===== src/rtl/spi_pkg.sv =====
// Shared types for the SPI byte-stream transfer controller.
//   spi_byte_t   : one SPI data byte
//   xfer_state_t : transfer sequencer states
package spi_pkg;

  localparam int SPI_BYTE_W = 8;

  typedef logic [SPI_BYTE_W-1:0] spi_byte_t;

  typedef enum logic [2:0] {
    IDLE,
    SETUP,
    START,
    WAIT_BUSY,
    WAIT_DONE,
    CAPTURE,
    HOLD
  } xfer_state_t;

endpackage


===== src/rtl/sync_fifo.sv =====
// Synchronous FIFO with registered read/write pointers carrying one extra
// wrap bit. The head entry is shown combinationally on dout.
//   clk, rst_n : clock, asynchronous active-low reset (flushes contents)
//   push, din  : write request and data
//   pop        : read request (ignored when empty)
//   dout       : head entry
//   full/empty : occupancy flags
module sync_fifo #(
  parameter int WIDTH = 8,
  parameter int DEPTH = 4
) (
  input  logic             clk,
  input  logic             rst_n,
  input  logic             push,
  input  logic [WIDTH-1:0] din,
  input  logic             pop,
  output logic [WIDTH-1:0] dout,
  output logic             full,
  output logic             empty
);

  localparam int AW = $clog2(DEPTH);

  logic [AW:0]      wr_ptr;
  logic [AW:0]      rd_ptr;
  logic [WIDTH-1:0] mem [DEPTH];
  logic             do_push;
  logic             do_pop;

  assign empty = (wr_ptr == rd_ptr);
  assign full  = (wr_ptr[AW] != rd_ptr[AW]) && (wr_ptr[AW-1:0] == rd_ptr[AW-1:0]);

  // A push into a full FIFO is still taken when the same cycle frees a slot.
  assign do_pop  = pop & ~empty;
  assign do_push = push & (~full | do_pop);

  assign dout = mem[rd_ptr[AW-1:0]];

  always_ff @(posedge clk or negedge rst_n) begin
    if (!rst_n) begin
      wr_ptr <= '0;
      rd_ptr <= '0;
      for (int i = 0; i < DEPTH; i++) mem[i] <= '0;
    end else begin
      if (do_push) begin
        mem[wr_ptr[AW-1:0]] <= din;
        wr_ptr              <= wr_ptr + 1'b1;
      end
      if (do_pop) rd_ptr <= rd_ptr + 1'b1;
    end
  end

endmodule


===== src/rtl/spi_xfer_ctrl.sv =====
// Byte-stream transfer controller in front of the SPI shift engine.
// Software queues bytes in a TX FIFO; each byte becomes one SPI transfer and
// the received byte lands in an RX FIFO. Chip select is asserted around a
// burst with programmable setup and hold.
//   clk, rst_n            : clock, asynchronous active-low reset
//   wr_en, wr_data        : TX push (ignored when tx_full)
//   rd_en, rd_data        : RX pop / RX head
//   tx_full, rx_empty     : FIFO flags
//   busy                  : sequencer active or TX bytes pending
//   rx_ovf, ovf_clr       : sticky RX drop flag and its clear
//   cs_n                  : chip select, active low
//   spi_tx_start/_data    : start pulse and byte to the shift engine
//   spi_tx_ready/rx_data  : engine idle/done and received byte
//
// state     | meaning
// IDLE      | cs_n high, waiting for TX data
// SETUP     | cs_n low, counting CS_SETUP before the first byte
// START     | start pulse high, byte presented to the engine
// WAIT_BUSY | waiting for the engine to accept (ready low)
// WAIT_DONE | waiting for the engine to finish (ready high)
// CAPTURE   | storing the received byte
// HOLD      | cs_n low, counting CS_HOLD; new TX data restarts a byte
module spi_xfer_ctrl
  import spi_pkg::*;
#(
  parameter int FIFO_DEPTH = 4,
  parameter int CS_SETUP   = 2,
  parameter int CS_HOLD    = 2
) (
  input  logic       clk,
  input  logic       rst_n,
  input  logic       wr_en,
  input  logic [7:0] wr_data,
  input  logic       rd_en,
  output logic [7:0] rd_data,
  output logic       tx_full,
  output logic       rx_empty,
  output logic       busy,
  output logic       rx_ovf,
  input  logic       ovf_clr,
  output logic       cs_n,
  output logic       spi_tx_start,
  output logic [7:0] spi_tx_data,
  input  logic       spi_tx_ready,
  input  logic [7:0] spi_rx_data
);

  localparam int               CNT_W    = 8;
  localparam logic [CNT_W-1:0] SETUP_LD = CNT_W'(CS_SETUP - 1);
  localparam logic [CNT_W-1:0] HOLD_LD  = CNT_W'(CS_HOLD - 1);

  xfer_state_t      state_q, state_d;
  logic [CNT_W-1:0] cnt_q, cnt_d;

  spi_byte_t tx_dout;
  logic      tx_empty;
  logic      tx_push;
  logic      tx_pop;
  logic      rx_full;
  logic      rx_push;
  logic      ovf_set;

  assign tx_push = wr_en & ~tx_full;
  // The head byte is copied into spi_tx_data on entry to START and released
  // from the FIFO when START ends, so the slot stays occupied for the pulse.
  assign tx_pop  = (state_q == START);
  assign rx_push = (state_q == CAPTURE);
  assign ovf_set = rx_push & rx_full & ~rd_en;

  sync_fifo #(.WIDTH(SPI_BYTE_W), .DEPTH(FIFO_DEPTH)) u_tx_fifo (
    .clk   (clk),
    .rst_n (rst_n),
    .push  (tx_push),
    .din   (wr_data),
    .pop   (tx_pop),
    .dout  (tx_dout),
    .full  (tx_full),
    .empty (tx_empty)
  );

  sync_fifo #(.WIDTH(SPI_BYTE_W), .DEPTH(FIFO_DEPTH)) u_rx_fifo (
    .clk   (clk),
    .rst_n (rst_n),
    .push  (rx_push),
    .din   (spi_rx_data),
    .pop   (rd_en),
    .dout  (rd_data),
    .full  (rx_full),
    .empty (rx_empty)
  );

  always_comb begin
    state_d = state_q;
    cnt_d   = cnt_q;
    case (state_q)
      IDLE: begin
        if (!tx_empty) begin
          state_d = SETUP;
          cnt_d   = SETUP_LD;
        end
      end
      SETUP: begin
        if (cnt_q != '0)       cnt_d   = cnt_q - CNT_W'(1);
        else if (spi_tx_ready) state_d = START;
      end
      START:     state_d = WAIT_BUSY;
      WAIT_BUSY: if (!spi_tx_ready) state_d = WAIT_DONE;
      WAIT_DONE: if (spi_tx_ready)  state_d = CAPTURE;
      CAPTURE: begin
        if (!tx_empty) begin
          state_d = START;
        end else begin
          state_d = HOLD;
          cnt_d   = HOLD_LD;
        end
      end
      HOLD: begin
        if (!tx_empty)         state_d = START;
        else if (cnt_q != '0)  cnt_d   = cnt_q - CNT_W'(1);
        else                   state_d = IDLE;
      end
      default: state_d = IDLE;
    endcase
  end

  always_ff @(posedge clk or negedge rst_n) begin
    if (!rst_n) begin
      state_q      <= IDLE;
      cnt_q        <= '0;
      cs_n         <= 1'b1;
      spi_tx_start <= 1'b0;
      spi_tx_data  <= '0;
      busy         <= 1'b0;
      rx_ovf       <= 1'b0;
    end else begin
      state_q      <= state_d;
      cnt_q        <= cnt_d;
      cs_n         <= (state_d == IDLE);
      spi_tx_start <= (state_d == START);
      if (state_d == START) spi_tx_data <= tx_dout;
      // Looks ahead at this cycle's push so busy rises right after wr_en.
      busy         <= (state_d != IDLE) | ~tx_empty | tx_push;
      rx_ovf       <= ovf_set | (rx_ovf & ~ovf_clr);
    end
  end

endmodule


===== config.mk =====
export PLATFORM = sky130hd
export DESIGN_NAME = spi_xfer_ctrl
export DESIGN_NICKNAME = d
export VERILOG_FILES = /design/src/rtl/spi_pkg.sv /design/src/rtl/sync_fifo.sv /design/src/rtl/spi_xfer_ctrl.sv
export SDC_FILE = /design/constraint.sdc
export NUM_CORES = 1
export LEC_CHECK = 0
export CAP_MARGIN = 20
export CELL_PAD_IN_SITES_DETAIL_PLACEMENT = 1
export CELL_PAD_IN_SITES_GLOBAL_PLACEMENT = 2
export CORE_UTILIZATION = 41
export CTS_BUF_LIST = sky130_fd_sc_hd__clkbuf_4 sky130_fd_sc_hd__clkbuf_8 sky130_fd_sc_hd__clkbuf_16
export CTS_CLUSTER_DIAMETER = 150
export CTS_CLUSTER_SIZE = 40
export DETAILED_ROUTE_END_ITERATION = 12
export PLACE_DENSITY = 0.9
export SYNTH_ARGS = -nofsm -noshare
export SYNTH_HDL_FRONTEND = slang
export SYNTH_SLANG_ARGS = --single-unit
export TNS_END_PERCENT = 100

===== constraint.sdc =====
create_clock -name clk -period 2.3 [get_ports clk]
set_input_delay 0.46 -clock clk [delete_from_list [all_inputs] [get_ports clk]]
set_output_delay 0.46 -clock clk [all_outputs]
set_load 0.03 [all_outputs]

Word level (Yosys, flattened, before mapping) --
Cells that the tools add are included.
Operators by class: add/sub/neg operators 5, $mul 0, div/mod/pow operators 0, magnitude comparators 6, eq/ne operators 16, shifts and indexed selects 0, mux-type cells 26, bitwise logic cells 23, reduce and logical (&&, ||, !) cells 10
Operators with widths (number):
- $mux 8 | 10
- $bwmux 32 | 2
- $bmux 8 s2 | 2
- $demux 8 s2 | 2
- $pmux 8 s4 | 1
- $mux 3 | 8
- $pmux 3 s7 | 1
- $add 3x1->3 const B | 4
- $ge 3x3->1 const B | 4
- $not 2->3 | 4
- $eq 3x2->1 const B | 3
- $eq 3x3->1 const B | 3
- $and 1x1->1 | 8
- $reduce_bool 8->1 | 1
- $sub 8x1->8 const B | 1
- $eq 3x3->1 | 2
- $logic_not 3->1 | 2
- $lt 3x1->1 const B | 2
- $ne 2x2->1 const B | 3
- $not 1->1 | 6
- $or 1x1->1 | 5
- $eq 2x2->1 | 2
- $logic_and 1x1->1 | 4
- $reduce_and 4->1 | 1
- 4 further kinds | 5
Word-level totals: register bits after elaboration 99, bits in latches 0, RAM bits 0, memory bits (read-only) 0, output and inout port bits 22, memories kept 0

Depth between registers and ports, before layout --
Gate-level depths: netlist of run 1.
depth after elaboration 7, gate-level depth with buffers 7

Modules after synthesis --
A second synthesis of run 1 with hierarchy kept.
Unflattened totals: cells, all modules 416, area, all modules 5052.3 µm²
Modules (own cells, without submodules):
- sync_fifo (u_rx_fifo) | instances 1, cells each 153, area each 1931.9 µm², seq. area each 950.9 µm²
- sync_fifo (u_tx_fifo) | instances 1, cells each 153, area each 1929.4 µm², seq. area each 950.9 µm²
- spi_xfer_ctrl | instances 1, cells each 110, area each 1191.1 µm², seq. area each 576.8 µm²

Worst setup path after synthesis of run 1 --
No wires, ideal clock.
path kind register -> register, start point reg cnt_q[0], end point reg spi_tx_data[0], data arrival time 1.864 ns, slack 0.311 ns, cell stages (with the launch flop) 7, buffers on the path 0, clock period less this slack 1.989 ns, cells stage by stage dfrtp_1 inv_1 ha_1 nor4b_4 nand3b_4 o32ai_4 mux2_2
On the way: word-level cells in the longest chain between the ends 5, elaborated cells between the ends (all ways) 6
Ends and longest elaborated chain:
- start: declaration | RTL line spi_xfer_ctrl.sv:53 | logic [CNT_W-1:0] cnt_q, cnt_d;
- start signal: assignment | RTL line spi_xfer_ctrl.sv:137 | cnt_q <= cnt_d;
- $reduce_bool 8->1 * | RTL line spi_xfer_ctrl.sv:103, spi_xfer_ctrl.sv:119
- $mux 3 | RTL line spi_xfer_ctrl.sv:119 | else if (cnt_q != '0) cnt_d = cnt_q - CNT_W'(1);
- $mux 3 | RTL line spi_xfer_ctrl.sv:118 | if (!tx_empty) state_d = START;
- $pmux 3 s7 * | RTL line spi_xfer_ctrl.sv:95 | case (state_q)
- $eq 3x2->1 * | RTL line spi_xfer_ctrl.sv:140 | if (state_d == START) spi_tx_data <= tx_dout;
- end signal: assignment | RTL line spi_xfer_ctrl.sv:140
- end: declaration | RTL line spi_xfer_ctrl.sv:43 | output logic [7:0] spi_tx_data,
Mark *: on every way between the ends. The rest lies on a longest branch, timed or not. A chain may end at the register's enable or synchronous reset.

Worst setup path in the final report of run 1 --
start point reg u_rx_fifo.rd_ptr[0], end point out rd_data[6]
On the way: word-level cells in the longest chain between the ends 4
Ends and longest elaborated chain:
- start: declaration | RTL line sync_fifo.sv:25 | logic [AW:0] rd_ptr;
- start signal: assignment | RTL line sync_fifo.sv:49 | if (do_pop) rd_ptr <= rd_ptr + 1'b1;
- $not 2->3 (implied by the code) | RTL line sync_fifo.sv:37 | assign dout = mem[rd_ptr[AW-1:0]];
- $bmux 8 s2 | RTL line sync_fifo.sv:37
- $mux 8 (implied by the code) (2 in a row) | RTL line sync_fifo.sv:37
- end: declaration | RTL line spi_xfer_ctrl.sv:35 | output logic [7:0] rd_data,
No other way between the ends. The select of a mux whose other input is x is not followed.

==> results of run 1 <==
[sequential cells by signal, indices dropped and copies added (netlist names)]
register / flops
busy: 1
cnt_q: 8
cs_n: 1
rx_ovf: 1
spi_tx_data: 8
spi_tx_start: 1
state_q: 3
u_rx_fifo.mem: 32
u_rx_fifo.rd_ptr: 3
u_rx_fifo.wr_ptr: 3
u_tx_fifo.mem: 32
u_tx_fifo.rd_ptr: 3
u_tx_fifo.wr_ptr: 3
[per-layer routing]
metal / vias up / GRT usage (%)
li1: 1353 / -
met2: 45 / 33.9
met1: 1590 / 27.7
met3: 15 / 2.63
met5: - / 0
met4: 0 / 8.11
[per-stage QoR]
stage	power [uW]	std cells	setup WS, ps	hold slack (ps)
final	8720	542	61.9	90.3
after global routing	9260	542	3.68	133
after CTS	8790	541	31.8	117
after detailed placement	7190	525	61.1	487
after global placement	6960	525	129	476
after floorplan	5860	334	311	164
[final timing paths]
check | endpoint | depth (start not counted)
setup / recovery | rd_data[6] | 3
hold / removal | u_tx_fifo.mem[4]$_DFFE_PN0P_ | 1
setup reg to reg | spi_tx_data[1]$_DFFE_PN0P_ | 7
hold reg to reg | u_tx_fifo.mem[10]$_DFFE_PN0P_ | 1
max in group asynchronous | cs_n$_DFF_PN1_ | 2
min in group clk | u_tx_fifo.mem[10]$_DFFE_PN0P_ | 1
[area by class of cell]
cell class	instances	area, sq um	area share [%]
Clock inverter	5	60.1	1.05
Clock buffer	11	246	4.30
Timing Repair Buffer	62	583	10.2
Multi-Input combinational cell	214	2140	37.4
Tap cell	140	175	3.06
Inverter	11	41.3	0.721
Sequential cell	99	2480	43.3
[power groups by stage]
stage / Combinational, uW / Clock (uW) / Sequential, uW
2_1_floorplan: 2770 / 0 / 3080
3_3_place_gp: 3880 / 0 / 3080
3_5_place_dp: 4030 / 0 / 3150
4_1_cts: 4030 / 1600 / 3160
5_1_grt: 4340 / 1660 / 3270
6_report: 4000 / 1560 / 3160
[cell usage in the layout (no fill, tap or decap), types with 2 or more instances in the layout]
cell type and count:
a21o_1 2, a21oi_1 3, a31oi_1 4, a32oi_1 2
buf_12 2, buf_4 20, clkbuf_16 9, clkdlybuf4s15_1 2
clkdlybuf4s50_1 32, dfrtp_1 97, dlygate4sd2_1 6, ha_1 10
inv_1 11, inv_6 2, mux2_2 76, mux4_2 16
nand2_1 14, nand2_2 5, nand2b_1 2, nand3_1 5
nand4_1 3, nor2_1 8, nor2b_1 3, nor3_1 2
o211ai_1 3, o21a_1 3, o21ai_0 13, o22ai_1 2
xnor2_1 14, xor2_1 3
[cell families (layout without fill, tap and decap cells)]
group	count (synthesis)	after routing	synth area share [%]
AOI/OAI and AO/OA	42	42	6.36
xor gates and xnor gates	17	17	3.17
adders and majority gates	11	11	2.93
buffers and inverters	21	89	1.94
DFF	99	99	52.8
muxes	93	93	26.1
and+or+nand+nor	51	51	6.74
[what timing repair did]
| item | 4_1_cts | 5_1_grt |
|---|---|---|
| buffers inserted | 0 | 1 |
| gates resized for setup | 10 | 4 |
| hold buffers | 0 | 0 |
| setup endpoints to repair | 10 | 15 |
| endpoints found under the hold margin | 0 | 0 |
==> out/results.ini, run 1 <==
[clocking]
root_buffer = clkbuf_16
cts_buffers = 9
clk_pin_slew_worst_paths_ps = 70
cts_buffer_depth = 2
worstSkewPairLatency_ps = 340
cts_tree = yes
numClockSinks = 99
htree_levels = 3

[logic_synthesis]
synth_enable_flop_cells = 0
syn_area_sq_um = 4700
yosys.area.top_type = dfrtp_1
ys_seq_area_share_pct = 52.8
synth.distinct_cells = 47
netlist_top_cells_area = dfrtp_1 52%, mux2_2 18%, mux4_2 7.7%, ha_1 2.9%, xnor2_1 2.6%
synthCells = 334
synth_area_per_cell_sq_um = 14.1
synth_top_flop_cell = dfrtp_1
async_flop_share_pct = 100
ys_warn_count = 0
synth.top_cell.area_share_pct = 52.2
yosysMostFrequentCell = dfrtp_1
synth-seq-cells = 99
synth_commonest_cells = 98 x dfrtp_1, 76 x mux2_2, 16 x mux4_2
synthesis.nets = 367

[worst_setup_path]
r2r_slack_ps = 100
cp-startpoint = u_rx_fifo.rd_ptr[0]$_DFFE_PN0P_
crit_chain = buf_4 -> mux4_2 -> dlygate4sd2_1
slowest_stage = mux4_2
crit_buf_inv = 2
end_kind = output pin
start_kind = register
crit_fanout = 6
worstPathRequired_ps = 1840
reg2reg_from = cnt_q[0]$_DFFE_PN0P_
timing.setup.critical_path_class = reg2out
max_stage_delay_ps = 520
worstPathArrival_ps = 1780
path_delay_family = buffers and inverters

[power]
p_leak_uw = 0.00247
comb_power_share_pct = 45.9
p_per_area_nw_per_um2 = 1520
power.switching_uw = 3280
p_clk_share_pct = 17.9
pwr-share-seq_pct = 36.2
ir_drop_mv = 0.618
swShare_pct = 37.6
p_int_uw = 5440

[drt]
drtIter0Drc = 125
ant_nets = 0
wl_met2_microns = 5590
wire_per_inst_microns = 19.9
detail_route.first_pass.iterations = 4
wl_met1_microns = 4730
finalWirelength_microns = 10800
viasPerCell = 5.54
vias = 3003
route.detailed.drc = 0
routed.top_layer = met4
dr_wl_met3_microns = 238

[timing]
tns_ps = 0
drv_slew = 0
setup_viol = 0
hold_viol_final = 0
fmax_ghz = 0.447
fin_crit_sh_pct = 97.3
rsz0062_at_grt = no
clock_skew_ps = 5.95
max_slew_margin_pct = 63.2
period_minus_slack_ps = 2240
tightest_slew_ps = 552

[placed_design]
hpwl_microns = 7350
dpl_cell_area_sq_um = 5410
place_congestion = 0.730
portBuffers = 43

[grt]
grt_pass1_vias = 3353
grt_pass1_wl_microns = 18200
antenna_found_initial = 0
grtUsageTotal_pct = 20.6
grt_max_degree = 41
gr-total-overflow = 0

[floorplan]
start_util_pct = 42.8
coreArea_sq_um = 11000
die_area_sq_um = 11900
ioPinCount = 44
num_rows = 38
dieWidth_microns = 109
die_h_microns = 109

[layout]
synthToLayoutAreaGrowth_pct = 21.9
stdcell_area_sq_um = 5730
n_fill_cell = 1080
drive_gt1_share_pct = 36.1
n_antenna_cell = 0
final_core_util_pct = 52.1
nets = 430

[job]
maxCapViolCount = 0

[status]
outcome = finished, final reports clean

[worst_hold_path]
hold_path.class = in2async

Note: power is estimated with default switching activity, not from simulation.
==> run 2: changes to the inputs <==
--- a/config.mk
+++ b/config.mk
@@ -8,6 +8,7 @@
 export CAP_MARGIN = 20
 export CELL_PAD_IN_SITES_DETAIL_PLACEMENT = 1
 export CELL_PAD_IN_SITES_GLOBAL_PLACEMENT = 2
+export CORE_ASPECT_RATIO = 0.75
 export CORE_UTILIZATION = 41
 export CTS_BUF_LIST = sky130_fd_sc_hd__clkbuf_4 sky130_fd_sc_hd__clkbuf_8 sky130_fd_sc_hd__clkbuf_16
 export CTS_CLUSTER_DIAMETER = 150
==> run 2 against run 1 <==
Compared with the run above:
- the run now ends with DRC left
- clock skew is 2.1 ps higher
- highest routed layer unchanged
- sequential share of layout area is 0.45 points higher
- setup slack better by 13 ps
==> out/results.ini, run 2 (synthesis results as in run 1) <==
[worst_hold_path]
hold_path.class = in2async  ; unchanged

[power]
p_clk_share_pct = 18.1  ; was 17.9%
p_leak_uw = 0.00245  ; was 0.00247 uW
pwr-share-seq_pct = 36.4  ; was 36.2%
ir_drop_mv = 0.684  ; was 0.618 mV
p_per_area_nw_per_um2 = 1530  ; was 1520 nW/um^2
power.switching_uw = 3230  ; was 3280 uW
comb_power_share_pct = 45.5  ; was 45.9%
p_int_uw = 5410  ; was 5440 uW
swShare_pct = 37.4  ; was 37.6%

[placed_design]
place_congestion = 0.739  ; was 0.730
hpwl_microns = 6800  ; was 7350 microns
place_ws_ps = 53.3  ; was 61.1 ps
portBuffers = 43  ; unchanged
placed_cells = 517  ; was 525

[drt]
wl_met1_microns = 4810  ; was 4730 microns
drtIter0Drc = 122  ; was 125
viasPerCell = 5.52  ; was 5.54
dr_wl_met3_microns = 386  ; was 238 microns
detail_route.first_pass.iterations = 8  ; was 4
route.detailed.drc = 1  ; was 0
routed.top_layer = met4  ; unchanged
wire_per_inst_microns = 19.1  ; was 19.9 microns
vias = 2950  ; was 3003
ant_nets = 0  ; unchanged
finalWirelength_microns = 10200  ; was 10800 microns
wl_met2_microns = 4870  ; was 5590 microns

[status]
outcome = finished, violations left  ; was finished, final reports clean
violations = DRC

[clocking]
clk_pin_slew_worst_paths_ps = 70  ; about the same
root_buffer = clkbuf_16  ; unchanged
cts_buffers = 9  ; unchanged
htree_levels = 3  ; unchanged
cts_buffer_depth = 2  ; unchanged
cts_tree = yes  ; unchanged
numClockSinks = 99  ; unchanged
worstSkewPairLatency_ps = 350  ; was 340 ps

[worst_setup_path]
start_kind = register  ; unchanged
rr_worst_depth = 7  ; unchanged
worstPathRequired_ps = 1840  ; about the same
reg2reg_to = spi_tx_data[0]$_DFFE_PN0P_  ; was spi_tx_data[1]$_DFFE_PN0P_
reg2reg_from = cnt_q[0]$_DFFE_PN0P_  ; unchanged
r2r_slack_ps = 150  ; was 100 ps
end_kind = output pin  ; unchanged
crit_fanout = 11  ; was 6
timing.setup.critical_path_class = reg2out  ; unchanged
worstPathArrival_ps = 1770  ; was 1780 ps

[timing]
tns_ps = 0  ; unchanged
fmax_ghz = 0.449  ; was 0.447 GHz
holdWs_ps = 142  ; was 90.3 ps
rsz0062_at_grt = no  ; unchanged
hold_viol_final = 0  ; unchanged
fin_crit_sh_pct = 96.7  ; was 97.3%
setup_ws_ps = 74.8  ; was 61.9 ps
max_slew_margin_pct = 63.7  ; was 63.2%
period_minus_slack_ps = 2230  ; was 2240 ps
setup_viol = 0  ; unchanged
drv_slew = 0  ; unchanged
tightest_slew_ps = 545  ; was 552 ps
clock_skew_ps = 8.00  ; was 5.95 ps

[grt]
gr-total-overflow = 0  ; unchanged
grtUsageTotal_pct = 19.1  ; was 20.6%
grt_pass1_vias = 3170  ; was 3353
grt_max_degree = 100  ; was 41
antenna_found_initial = 0  ; unchanged
grt_pass1_wl_microns = 17300  ; was 18200 microns

[job]
maxCapViolCount = 0  ; unchanged

[floorplan]
dieWidth_microns = 126  ; was 109 microns
coreArea_sq_um = 11000  ; about the same
ioPinCount = 44  ; unchanged
die_area_sq_um = 11900  ; about the same
num_rows = 33  ; was 38
start_util_pct = 42.6  ; was 42.8%
die_h_microns = 94.7  ; was 109 microns

[layout]
top_regs = u_rx_fifo.mem x32, u_tx_fifo.mem x32  ; unchanged
n_antenna_cell = 0  ; unchanged
fin_cells = 534  ; was 542
n_fill_cell = 1097  ; was 1080
final_cell_mix = 97 x dfrtp_1, 76 x mux2_2, 32 x clkdlybuf4s50_1, 16 x mux4_2  ; was 97 x dfrtp_1, 76 x mux2_2, 32 x clkdlybuf4s50_1, 20 x buf_4, 16 x mux4_2
final_common_cell = dfrtp_1  ; unchanged
synthToLayoutAreaGrowth_pct = 20.6  ; was 21.9%
nets = 422  ; was 430
drive_gt1_share_pct = 35.3  ; was 36.1%

run 2: final cells by class:
type                    instances  area (sq um)  share of cell area [%]
flip-flops and latches         99          2480                    43.8
multi-input cells             214          2140                    37.7
repair buffers                 54           522                    9.21
clock buffers                  12           254                    4.48
well taps                     140           175                    3.09
clock inverters                 4          56.3                   0.993
inverters                      11          41.3                   0.728
run 2: worst max path at each step:
stage | from | endpoint | cells past startpoint
CTS | u_rx_fifo.rd_ptr[0]$_DFFE_PN0P_ | rd_data[3] | 3
global placement | rd_en | u_rx_fifo.mem[4]$_DFFE_PN0P_ | 4
detailed placement | rd_en | u_rx_fifo.mem[7]$_DFFE_PN0P_ | 4
floorplan | cnt_q[0]$_DFFE_PN0P_ | spi_tx_data[0]$_DFFE_PN0P_ | 6
global route | cnt_q[0]$_DFFE_PN0P_ | spi_tx_data[0]$_DFFE_PN0P_ | 7
finish | u_rx_fifo.rd_ptr[0]$_DFFE_PN0P_ | rd_data[1] | 3
run 2: metal layers:
| metal | global-route usage, % | vias to the layer above |
|---|---|---|
| met2 | 29.6 | 47 |
| met5 | 0 | - |
| met3 | 4.25 | 14 |
| li1 | - | 1344 |
| met1 | 26.6 | 1545 |
| met4 | 6.20 | 0 |
run 2: stage by stage:
stage	utilization, %	area [sq um]	power, uW
2_1_floorplan	-	4700	5860
3_3_place_gp	48.6	5360	6940
3_5_place_dp	48.6	5360	7150
4_1_cts	51.3	5660	8710
5_1_grt	51.4	5670	9230
6_report	51.4	5670	8650
run 2: critical path: stages, from the launching register on:
cell and delay (ps):
dfrtp_1 370, buf_12 160, mux4_2 510, dlygate4sd2_1 370
run 2: what timing repair did:
item	CTS	global route
gates cloned	0	0
pin swaps	0	0
setup endpoints to repair	8	21
buffers inserted	0	1
hold buffers	0	0
resized for setup	9	9
run 2: power groups by stage:
stage	Clock, uW	Combinational (uW)	Sequential [uW]
2_1_floorplan	0	2770	3080
3_3_place_gp	0	3850	3090
3_5_place_dp	0	4010	3140
4_1_cts	1610	3960	3140
5_1_grt	1680	4290	3270
6_report	1570	3930	3140
